===== src/rtl/tm_load_sequencer.sv =====
// Load/run sequencer for a small Turing machine core: loads program and tape memories from switch input, then runs the core.
// Optional step limit is enabled by defining TM_STEP_LIMIT_EN.
module tm_load_sequencer #(
  parameter int DATA_W    = 6,
  parameter int DEPTH     = 64,
  parameter int MAX_STEPS = 4096,
  localparam int AW       = $clog2(DEPTH)
) (
  input  logic              clock,
  input  logic              reset,
  input  logic [DATA_W-1:0] input_data,
  input  logic              next,
  input  logic              done,
  input  logic              tm_halted,
  output logic              wr_en,
  output logic              wr_sel,
  output logic [AW-1:0]     wr_addr,
  output logic [DATA_W-1:0] wr_data,
  output logic              tm_start,
  output logic              tm_step_en,
  output logic [1:0]        phase,
  output logic              compute_done,
  output logic              error
);

  typedef enum logic [1:0] {
    PROG = 2'b00,
    TAPE = 2'b01,
    RUN  = 2'b10,
    HALT = 2'b11
  } state_t;

  state_t state_reg, state_next;

  logic              next_prev_reg, done_prev_reg;
  logic              next_ev, done_ev;
  logic [AW:0]       count_reg, count_next;
  logic              wr_en_reg, wr_en_next;
  logic              wr_sel_reg, wr_sel_next;
  logic [AW-1:0]     wr_addr_reg, wr_addr_next;
  logic [DATA_W-1:0] wr_data_reg, wr_data_next;
  logic              tm_start_reg, tm_start_next;
  logic              step_en_reg, step_en_next;
  logic              compute_done_reg, compute_done_next;
  logic              error_reg, error_next;
  logic              limit_hit;

  assign next_ev = next & ~next_prev_reg;
  assign done_ev = done & ~done_prev_reg;

`ifdef TM_STEP_LIMIT_EN
  localparam int SW = $clog2(MAX_STEPS + 1);
  logic [SW-1:0] step_cnt_reg;

  // Limit fires on the cycle carrying the MAX_STEPS-th step enable.
  assign limit_hit = step_en_reg && (step_cnt_reg == SW'(MAX_STEPS - 1));

  always_ff @(posedge clock or posedge reset) begin
    if (reset) begin
      step_cnt_reg <= '0;
    end else if (state_reg != RUN) begin
      step_cnt_reg <= '0;
    end else if (step_en_reg) begin
      step_cnt_reg <= step_cnt_reg + 1'b1;
    end
  end
`else
  logic [31:0] unused_max_steps;
  assign unused_max_steps = MAX_STEPS;
  assign limit_hit        = 1'b0;
`endif

  always_ff @(posedge clock or posedge reset) begin
    if (reset) state_reg <= PROG;
    else       state_reg <= state_next;
  end

  always_comb begin
    state_next = state_reg;
    case (state_reg)
      PROG: if (done_ev) state_next = TAPE;
      TAPE: if (done_ev) state_next = RUN;
      RUN:  if (tm_halted || limit_hit) state_next = HALT;
      HALT: if (done_ev) state_next = PROG;
      default: state_next = PROG;
    endcase
  end

  always_comb begin
    wr_en_next        = 1'b0;
    wr_sel_next       = wr_sel_reg;
    wr_addr_next      = wr_addr_reg;
    wr_data_next      = wr_data_reg;
    count_next        = count_reg;
    error_next        = error_reg;
    tm_start_next     = (state_reg == TAPE) && (state_next == RUN);
    step_en_next      = (state_reg == RUN) && (state_next == RUN);
    compute_done_next = (state_next == HALT);

    // A coincident Done takes priority, so the Next is dropped entirely.
    if ((state_reg == PROG || state_reg == TAPE) && next_ev && !done_ev) begin
      if (count_reg == (AW+1)'(DEPTH)) begin
        error_next = 1'b1;
      end else begin
        wr_en_next   = 1'b1;
        wr_sel_next  = (state_reg == TAPE);
        wr_addr_next = count_reg[AW-1:0];
        wr_data_next = input_data;
        count_next   = count_reg + 1'b1;
      end
    end

    if (state_next != state_reg && (state_next == TAPE || state_next == PROG))
      count_next = '0;

    if (state_reg == RUN && limit_hit && !tm_halted)
      error_next = 1'b1;

    if (state_reg == HALT && done_ev)
      error_next = 1'b0;
  end

  always_ff @(posedge clock or posedge reset) begin
    if (reset) begin
      // Held buttons look already-high so releasing reset creates no edge.
      next_prev_reg    <= 1'b1;
      done_prev_reg    <= 1'b1;
      count_reg        <= '0;
      wr_en_reg        <= 1'b0;
      wr_sel_reg       <= 1'b0;
      wr_addr_reg      <= '0;
      wr_data_reg      <= '0;
      tm_start_reg     <= 1'b0;
      step_en_reg      <= 1'b0;
      compute_done_reg <= 1'b0;
      error_reg        <= 1'b0;
    end else begin
      next_prev_reg    <= next;
      done_prev_reg    <= done;
      count_reg        <= count_next;
      wr_en_reg        <= wr_en_next;
      wr_sel_reg       <= wr_sel_next;
      wr_addr_reg      <= wr_addr_next;
      wr_data_reg      <= wr_data_next;
      tm_start_reg     <= tm_start_next;
      step_en_reg      <= step_en_next;
      compute_done_reg <= compute_done_next;
      error_reg        <= error_next;
    end
  end

  assign wr_en        = wr_en_reg;
  assign wr_sel       = wr_sel_reg;
  assign wr_addr      = wr_addr_reg;
  assign wr_data      = wr_data_reg;
  assign tm_start     = tm_start_reg;
  assign tm_step_en   = step_en_reg;
  assign phase        = state_reg;
  assign compute_done = compute_done_reg;
  assign error        = error_reg;

endmodule


===== config.mk =====
export PLATFORM = sky130hd
export DESIGN_NAME = tm_load_sequencer
export DESIGN_NICKNAME = d
export VERILOG_FILES = /design/src/rtl/tm_load_sequencer.sv
export SDC_FILE = /design/constraint.sdc
export NUM_CORES = 1
export LEC_CHECK = 0
export ABC_AREA = 1
export CAP_MARGIN = 10
export CORE_ASPECT_RATIO = 0.9
export CORE_MARGIN = 2
export CORE_UTILIZATION = 30
export DETAILED_ROUTE_END_ITERATION = 7
export GPL_TIMING_DRIVEN = 1
export PLACE_DENSITY = 0.56
export SKIP_CTS_REPAIR_TIMING = 1
export SLEW_MARGIN = 40
export SYNTH_ARGS = -nofsm -noshare
export SYNTH_HDL_FRONTEND = slang
export SYNTH_SLANG_ARGS = --single-unit

===== constraint.sdc =====
create_clock -name clock -period 2.87 [get_ports clock]
set_input_delay 0.287 -clock clock [delete_from_list [all_inputs] [get_ports clock]]
set_output_delay 0.287 -clock clock [all_outputs]
set_load 0.03 [all_outputs]

==> results.rst, run 1 <==
.. list-table::
   :header-rows: 1

   * - Metric
     - Value
   * - Total Neg Setup Slack
     - 0 ps
   * - Slew HR
     - 0.7240
   * - Overall power
     - 1.677 mW
   * - Last weighted congestion value of the routability-driven placer
     - ~0.75
   * - Number of filler cells placed in the layout
     - 451
   * - Number of standard cells after synthesis
     - 157
   * - Share of cells above drive strength 1
     - 0.1146
   * - Overflow after GRT
     - 0
   * - Final number of max-transition violations
     - 0
   * - Post-DP HPWL
     - 1.890 mm
   * - Number of nets at the end of the flow
     - between 200 and 250
   * - Cells on worst reg2reg path
     - 9
   * - Fin crit share
     - 0.6539
   * - Capturing point of the worst reg2reg path
     - count_reg[0]
   * - Cells traversed along the worst timing path
     - inv_1, ha_1, nand2_1, inv_1, nand3_1, nand2_2, clkinv_2, nor2_1, nor2_1
   * - First-pass GRT wire length
     - about 4.3 mm
   * - Width of the die
     - approximately 75 um
   * - Int Pwr
     - about 1.0 mW
   * - Simple-gate share of the synthesized area
     - 0.2946
   * - Length of the first detailed-routing pass in iterations
     - 4
   * - Layout-stage area growth over the synthesis result
     - 32.32%
   * - Portion of total power attributed to sequential cells
     - 0.380
   * - Number of hold violations in the final report
     - 0
   * - Adder-cell share of the synthesized area
     - 0.01847
   * - RSZ-0062 raised after global routing
     - no
   * - Most frequent cells in the layout
     - sky130_fd_sc_hd__nand2_1 (58), sky130_fd_sc_hd__clkdlybuf4s50_1 (30), sky130_fd_sc_hd__dfrtp_1 (27)
   * - TritonCTS clock tree
     - built
   * - Final-layout worst hold slack
     - approximately 390 ps
   * - Power per unit of standard cell area
     - approximately 940 nW/um^2
   * - Largest family of logic cells by synthesized area
     - simple AND/OR/NAND/NOR gates
   * - Maximum level of the CTS H-tree
     - 2
   * - Data arrival time of the critical path
     - between 2000 and 2500 ps
   * - Post-synthesis share of cell area spent on xor and xnor gates
     - 0.006464
   * - Pin count of the biggest net entering global routing
     - 30
   * - Starting utilization of the core area
     - 0.3078
   * - Final count of negative-setup-slack endpoints
     - 0
   * - Worst Max-Slew Pin Slew
     - slightly above 400 ps
   * - Synth top area share
     - 0.4986
   * - Stages on worst setup path
     - 9
   * - I/O pin cnt
     - 31
   * - Combinational power share
     - 0.425
   * - Vias
     - around 1100
   * - Net Switching
     - approximately 0.67 mW
   * - Antenna violations before repair
     - 0
   * - Y dimension of the die
     - about 68 um
   * - Tmin final
     - around 1900 ps
   * - Unique masters post-synth
     - 22
   * - Clock latency on the worst-skew pair
     - ~270 ps
   * - FF+latch area
     - 728.2 sq um
   * - Number of nets still failing antenna checks after routing
     - 0
   * - Warnings, synthesis
     - 0
   * - Flop and latch count out of synthesis
     - 29
   * - Area taken by multi-input logic gates
     - 528.0 sq um
   * - Count of flip-flops with a built-in enable after synthesis
     - 0
   * - Max stage delay on crit path
     - between 400 and 500 ps
   * - Number of placement rows
     - 23
   * - Netlist Area Pre-Place
     - ~1400 sq um
   * - Fraction of synthesized area in multiplexers
     - 0
   * - Cell family contributing the most delay on the critical path
     - simple AND/OR/NAND/NOR gates
   * - Violation count after the first detailed-routing iteration
     - 40
   * - Required time of the worst setup path
     - between 3000 and 4000 ps
   * - Max reg flops
     - 7
   * - Run status
     - finished clean
   * - CP Max Fanout
     - 21
   * - Number of antenna cells inserted
     - 0
   * - Worst reg-to-reg setup slack
     - approximately 990 ps
   * - Cell accounting for the most synthesized area
     - sky130_fd_sc_hd__dfrtp_1
   * - Type of the tightest min-delay check
     - primary input to asynchronous set/reset pin
   * - Root Driver
     - sky130_fd_sc_hd__clkbuf_8
   * - Worst path buffer plus inverter count
     - 3
   * - Synthesized net count
     - 170
   * - Clock buffer count from CTS
     - 5
   * - Clock Tree Buf Depth
     - 2
   * - Global routing usage summed across all routing layers
     - 0.1117
   * - Placeable core area
     - around 4400 sq um
   * - Most frequent standard cell in the layout excluding fill and tap cells
     - sky130_fd_sc_hd__nand2_1
   * - Maximum clock rate
     - around 530 MHz
   * - Maximum ir drop on the vdd rail
     - just over 0.5 mV
   * - Area of the die
     - between 5000 and 6000 sq um
   * - IO Port Bufs
     - 30
   * - Total clock sinks
     - 29
   * - Ranking of synthesized cells by area
     - sky130_fd_sc_hd__dfrtp_1 (50%), sky130_fd_sc_hd__nand2_1 (16%), sky130_fd_sc_hd__inv_1 (4.4%), sky130_fd_sc_hd__dfstp_2 (3.9%), sky130_fd_sc_hd__nor2_1 (3.6%)
   * - Slowest cell on crit path
     - sky130_fd_sc_hd__dfrtp_1
   * - Type of origin of the critical path
     - flop
   * - Seq/Total Area, Yosys
     - 0.5374
   * - FFs w/ async S/R, synth
     - 1.000
   * - Worst-path clk slew
     - around 60 ps
   * - Startpoint of the lowest-slack register-to-register path
     - count_reg[0]
   * - Average via count per standard cell
     - around 4.1
   * - Max Cap Violations
     - 0
   * - Leak
     - 0.8515 nW
   * - Routed wire length
     - around 2.6 mm
   * - Crit path kind
     - flop to flop
   * - Number of global-route vias before repair
     - around 950
   * - Switching share of total power
     - 0.3996
   * - Wirelength per Cell
     - just over 10 um
   * - Setup Skew
     - around 2.8 ps
   * - Clock Power Share
     - 0.195
   * - Detailed-route DRC error count
     - 0
   * - Critical Path End Type
     - flop
   * - Synth Flop Type
     - sky130_fd_sc_hd__dfrtp_1
   * - Syn_area_per_cell
     - between 8 and 9 sq um
   * - Compound-gate portion of the synthesized area
     - 0.07018
## through the flow
step | util | std cells | setup WS [ps] | cell area, sq um
final | 0.4072 | 254 | 993.3 | 1793
after global routing | 0.4072 | 254 | 805.4 | 1793
after CTS | 0.4072 | 254 | 992.1 | 1793
after detailed placement | 0.3876 | 247 | 904.1 | 1707
after global placement | 0.3876 | 247 | 953.8 | 1707
after floorplan | - | 157 | 1510 | 1355
## cells by family (layout without fill, tap and decap cells)
| kind of cell | count (synthesis) | count (layout) |
|---|---|---|
| simple gates | 90 | 90 |
| xor+xnor | 1 | 1 |
| compound gates | 15 | 15 |
| flops | 29 | 29 |
| buf+inv | 20 | 55 |
| fa+ha+maj | 2 | 2 |
## power groups by stage
stage               clock network [mW]  logic (mW)  registers, mW
floorplan                            0       0.285          0.815
global placement                     0       0.715          0.644
detailed placement                   0       0.720          0.644
CTS                              0.337       0.721          0.640
global route                     0.356       0.787          0.658
finish                           0.327       0.714          0.637
## metal layers
metal | track usage | vias to the layer above | wire, um
met5 | 0 | - | 0
met4 | 0.03348 | 0 | 5
met3 | 0.04030 | 2 | 95
met2 | 0.1678 | 23 | 1144
met1 | 0.1501 | 470 | 1346
li1 | - | 555 | -
## worst max path at each step
| stage | startpoint | to | slack (ps) |
|---|---|---|---|
| after floorplan | phase[1] | count_reg[0] | 1510 |
| after global placement | done | count_reg[0] | 950 |
| after detailed placement | done | count_reg[0] | 900 |
| after CTS | count_reg[0] | count_reg[0] | 990 |
| after global routing | count_reg[0] | wr_data[0] | 810 |
| final | count_reg[0] | count_reg[0] | 990 |
## worst reg2reg max path, delay by kind of cell, from the launching register on
| kind | cells | cell delay, ps |
|---|---|---|
| adder cells (fa/ha/maj) | 1 | 230 |
| AND/OR/NAND/NOR | 5 | 680 |
| buffers and inverters | 3 | 450 |
| flip-flops | 1 | 410 |
## synth_stat cells (2+ instances only)
| cell type | count |
|---|---|
| sky130_fd_sc_hd__nand2_1 | 58 |
| sky130_fd_sc_hd__dfrtp_1 | 27 |
| sky130_fd_sc_hd__inv_1 | 16 |
| sky130_fd_sc_hd__nor2_1 | 13 |
| sky130_fd_sc_hd__nand3_1 | 8 |
| sky130_fd_sc_hd__o21ai_1 | 6 |
| sky130_fd_sc_hd__o21ai_2 | 4 |
| sky130_fd_sc_hd__buf_6 | 3 |
| sky130_fd_sc_hd__nor2_2 | 3 |
| sky130_fd_sc_hd__a21oi_1 | 2 |
| sky130_fd_sc_hd__dfstp_2 | 2 |
| sky130_fd_sc_hd__ha_1 | 2 |
| sky130_fd_sc_hd__nor2_4 | 2 |
| sky130_fd_sc_hd__nor3_1 | 2 |
| sky130_fd_sc_hd__o21bai_1 | 2 |
## cell type report
cell class / instances / share of cell area
well taps: 62 / 0.04327
repair buffers: 31 / 0.1717
multi-input cells: 108 / 0.2945
inverters: 17 / 0.03629
clock buffers: 7 / 0.04815
flip-flops and latches: 29 / 0.4061
(Power assumes the default switching activity.)
==> run 2, diff against run 1 <==
--- a/config.mk
+++ b/config.mk
@@ -12,7 +12,7 @@
 export CORE_UTILIZATION = 30
 export DETAILED_ROUTE_END_ITERATION = 7
 export GPL_TIMING_DRIVEN = 1
-export PLACE_DENSITY = 0.56
+export PLACE_DENSITY = 0.58
 export SKIP_CTS_REPAIR_TIMING = 1
 export SLEW_MARGIN = 40
 export SYNTH_ARGS = -nofsm -noshare
==> constraint.sdc (replaced) <==
create_clock -name clock -period 1.59 [get_ports clock]
set_input_delay 0.159 -clock clock [delete_from_list [all_inputs] [get_ports clock]]
set_output_delay 0.159 -clock clock [all_outputs]
set_load 0.03 [all_outputs]
==> run 2 against run 1 <==
  * Via count increased by 2.8%
  * First-iteration DRC count increased by 10%
  * Critical path type is now flop to primary output
  * Critical path depth decreased by 8
  * Die area unchanged
  * Cell area increased by 3.7%
  * Clock-buffer cell count unchanged
  * Utilization increased by 1.5 points
==> results.rst, run 2 (synthesis gave the netlist of run 1 again) <==
.. list-table::
   :header-rows: 1

   * - Metric
     - Value
   * - Maximum clock rate
     - approximately 670 MHz
   * - Worst-path clk slew
     - 60 ps (about the same)
   * - Worst Max-Slew Pin Slew
     - 358.4 ps (-54.19 ps)
   * - Number of nets at the end of the flow
     - 212 (+3.4%)
   * - Total clock sinks
     - 29 (unchanged)
   * - Global routing usage summed across all routing layers
     - 0.1142 (+0.002495)
   * - Critical Path End Type
     - primary output
   * - Number of cells in the finished layout apart from fillers
     - 261 (+2.8%)
   * - Max Cap Violations
     - 0 (unchanged)
   * - Violation count after the first detailed-routing iteration
     - 44 (+10%)
   * - Crit path kind
     - flop to primary output
   * - Number of nets still failing antenna checks after routing
     - 0 (unchanged)
   * - Slew HR
     - 0.7611 (+0.03710)
   * - Power per unit of standard cell area
     - 1674 nW/um^2 (+79%)
   * - Tmin final
     - 1504 ps
   * - Most frequent cells in the layout
     - sky130_fd_sc_hd__nand2_1 (58), sky130_fd_sc_hd__clkdlybuf4s50_1 (29), sky130_fd_sc_hd__dfrtp_1 (27)
   * - Max reg flops
     - 7 (unchanged)
   * - Last weighted congestion value of the routability-driven placer
     - 0.7908 (+5.1%)
   * - TritonCTS clock tree
     - built
   * - CP Max Fanout
     - 4 (-81%)
   * - Maximum level of the CTS H-tree
     - 2 (unchanged)
   * - Number of filler cells placed in the layout
     - 476 (+5.5%)
   * - Most frequent standard cell in the layout excluding fill and tap cells
     - sky130_fd_sc_hd__nand2_1
   * - IO Port Bufs
     - 30 (unchanged)
   * - Post-placement setup slack
     - 92.98 ps (-811.1 ps)
   * - Core occupancy in the finished layout
     - 0.4223 (+0.01506)
   * - Wirelength per Cell
     - 9.977 um (-2.2%)
   * - Layout-stage area growth over the synthesis result
     - 37.21%
   * - Startpoint of the lowest-slack register-to-register path
     - count_reg[0]
   * - Fin crit share
     - 0.9457
   * - Worst path buffer plus inverter count
     - 1 (-2)
   * - Routed wire length
     - 2.604 mm (+0.50%)
   * - Y dimension of the die
     - 67.76 um (unchanged)
   * - Clock latency on the worst-skew pair
     - 270 ps (about the same)
   * - Vias
     - 1079 (+2.8%)
   * - Number of global-route vias before repair
     - 985 (+3.9%)
   * - Average via count per standard cell
     - 4.134 (about the same)
   * - Antenna violations before repair
     - 0 (unchanged)
   * - I/O pin cnt
     - 31 (unchanged)
   * - Width of the die
     - 74.84 um (unchanged)
   * - Length of the first detailed-routing pass in iterations
     - 4 (unchanged)
   * - Type of origin of the critical path
     - flop
   * - Critical path launch point
     - phase[0]
   * - Final count of negative-setup-slack endpoints
     - 0 (unchanged)
   * - Clock Tree Buf Depth
     - 2 (unchanged)
   * - Final worst slack
     - 86.41 ps (-906.8 ps)
   * - Area of the die
     - 5071 sq um (unchanged)
   * - Cells traversed along the worst timing path
     - clkdlybuf4s50_1
   * - Maximum ir drop on the vdd rail
     - 0.6996 mV (+36%)
   * - Run status
     - finished clean
   * - Leak
     - 0.8969 nW (+5.3%)
   * - Clock buffer count from CTS
     - 5 (unchanged)
   * - Detailed-route DRC error count
     - 0 (unchanged)
   * - Overflow after GRT
     - 0 (unchanged)
   * - Pin count of the biggest net entering global routing
     - 30 (unchanged)
   * - Final number of max-transition violations
     - 0 (unchanged)
   * - Final-layout worst hold slack
     - 250.1 ps (-139.7 ps)
   * - Starting utilization of the core area
     - 0.3078 (unchanged)
   * - Root Driver
     - sky130_fd_sc_hd__clkbuf_8
   * - Slowest cell on crit path
     - sky130_fd_sc_hd__clkdlybuf4s50_1
   * - Share of cells above drive strength 1
     - 0.1508 (+0.03617)
   * - Post-DP HPWL
     - 1.906 mm (+0.82%)
   * - Cell family contributing the most delay on the critical path
     - buffers and inverters
   * - Number of placed cells counting well taps
     - 252 (+2.0%)
   * - Data arrival time of the critical path
     - 1340 ps (-700 ps)
   * - Number of hold violations in the final report
     - 0 (unchanged)
   * - Setup Skew
     - 1.682 ps (-1.118 ps)
   * - Number of placement rows
     - 23 (unchanged)
   * - Max stage delay on crit path
     - 690 ps (+280 ps)
   * - First-pass GRT wire length
     - 4.333 mm (+1.6%)
   * - Number of antenna cells inserted
     - 0 (unchanged)
   * - Required time of the worst setup path
     - 1430 ps (-1600 ps)
   * - Type of the tightest min-delay check
     - primary input to asynchronous set/reset pin
   * - Placeable core area
     - 4403 sq um (unchanged)
[run 2: where the power goes]
group | total [mW] | internal [mW] | switching (mW)
registers | 1.11 | 0.961 | 0.152
logic | 1.41 | 0.588 | 0.822
clock network | 0.589 | 0.342 | 0.247
[run 2: worst min-delay path: stages]
cell,delay [ps]
sky130_fd_sc_hd__clkdlybuf4s50_1,390
sky130_fd_sc_hd__inv_1,50
sky130_fd_sc_hd__buf_4,330
[run 2: final cells by class]
type	count	area, sq um	area share
clock buffer	7	86.33	0.04643
inverter	17	66.31	0.03567
multi-input combinational	108	530.5	0.2853
sequential	29	728.2	0.3917
tap	62	77.57	0.04172
timing repair buffer	38	370.4	0.1992
[run 2: metrics by stage]
step	cell area [sq um]	TNS, ps	total power, mW
final	1859	0	3.112
after global routing	1859	-1.305	3.336
after CTS	1831	-78.43	3.132
after detailed placement	1744	0	2.509
after global placement	1744	0	2.500
after floorplan	1355	0	1.985
[run 2: path summary, 6_finish.rpt]
check	endpoint	cells after the start	slack (ps)
worst max-delay path	phase[0]	1	90
worst min-delay path	compute_done	3	250
worst max register to register	wr_addr[4]	9	170
worst min register to register	wr_addr[3]	2	480
max in group asynchronous	next_prev_reg	3	1030
min in group clock	done_prev_reg	1	340
[run 2: layer usage]
layer / track usage / up-vias / routed length (um)
met2: 0.1645 / 22 / 1138
met1: 0.1575 / 478 / 1298
met5: 0 / - / 0
met3: 0.04030 / 5 / 138
li1: - / 574 / -
met4: 0.04018 / 0 / 27
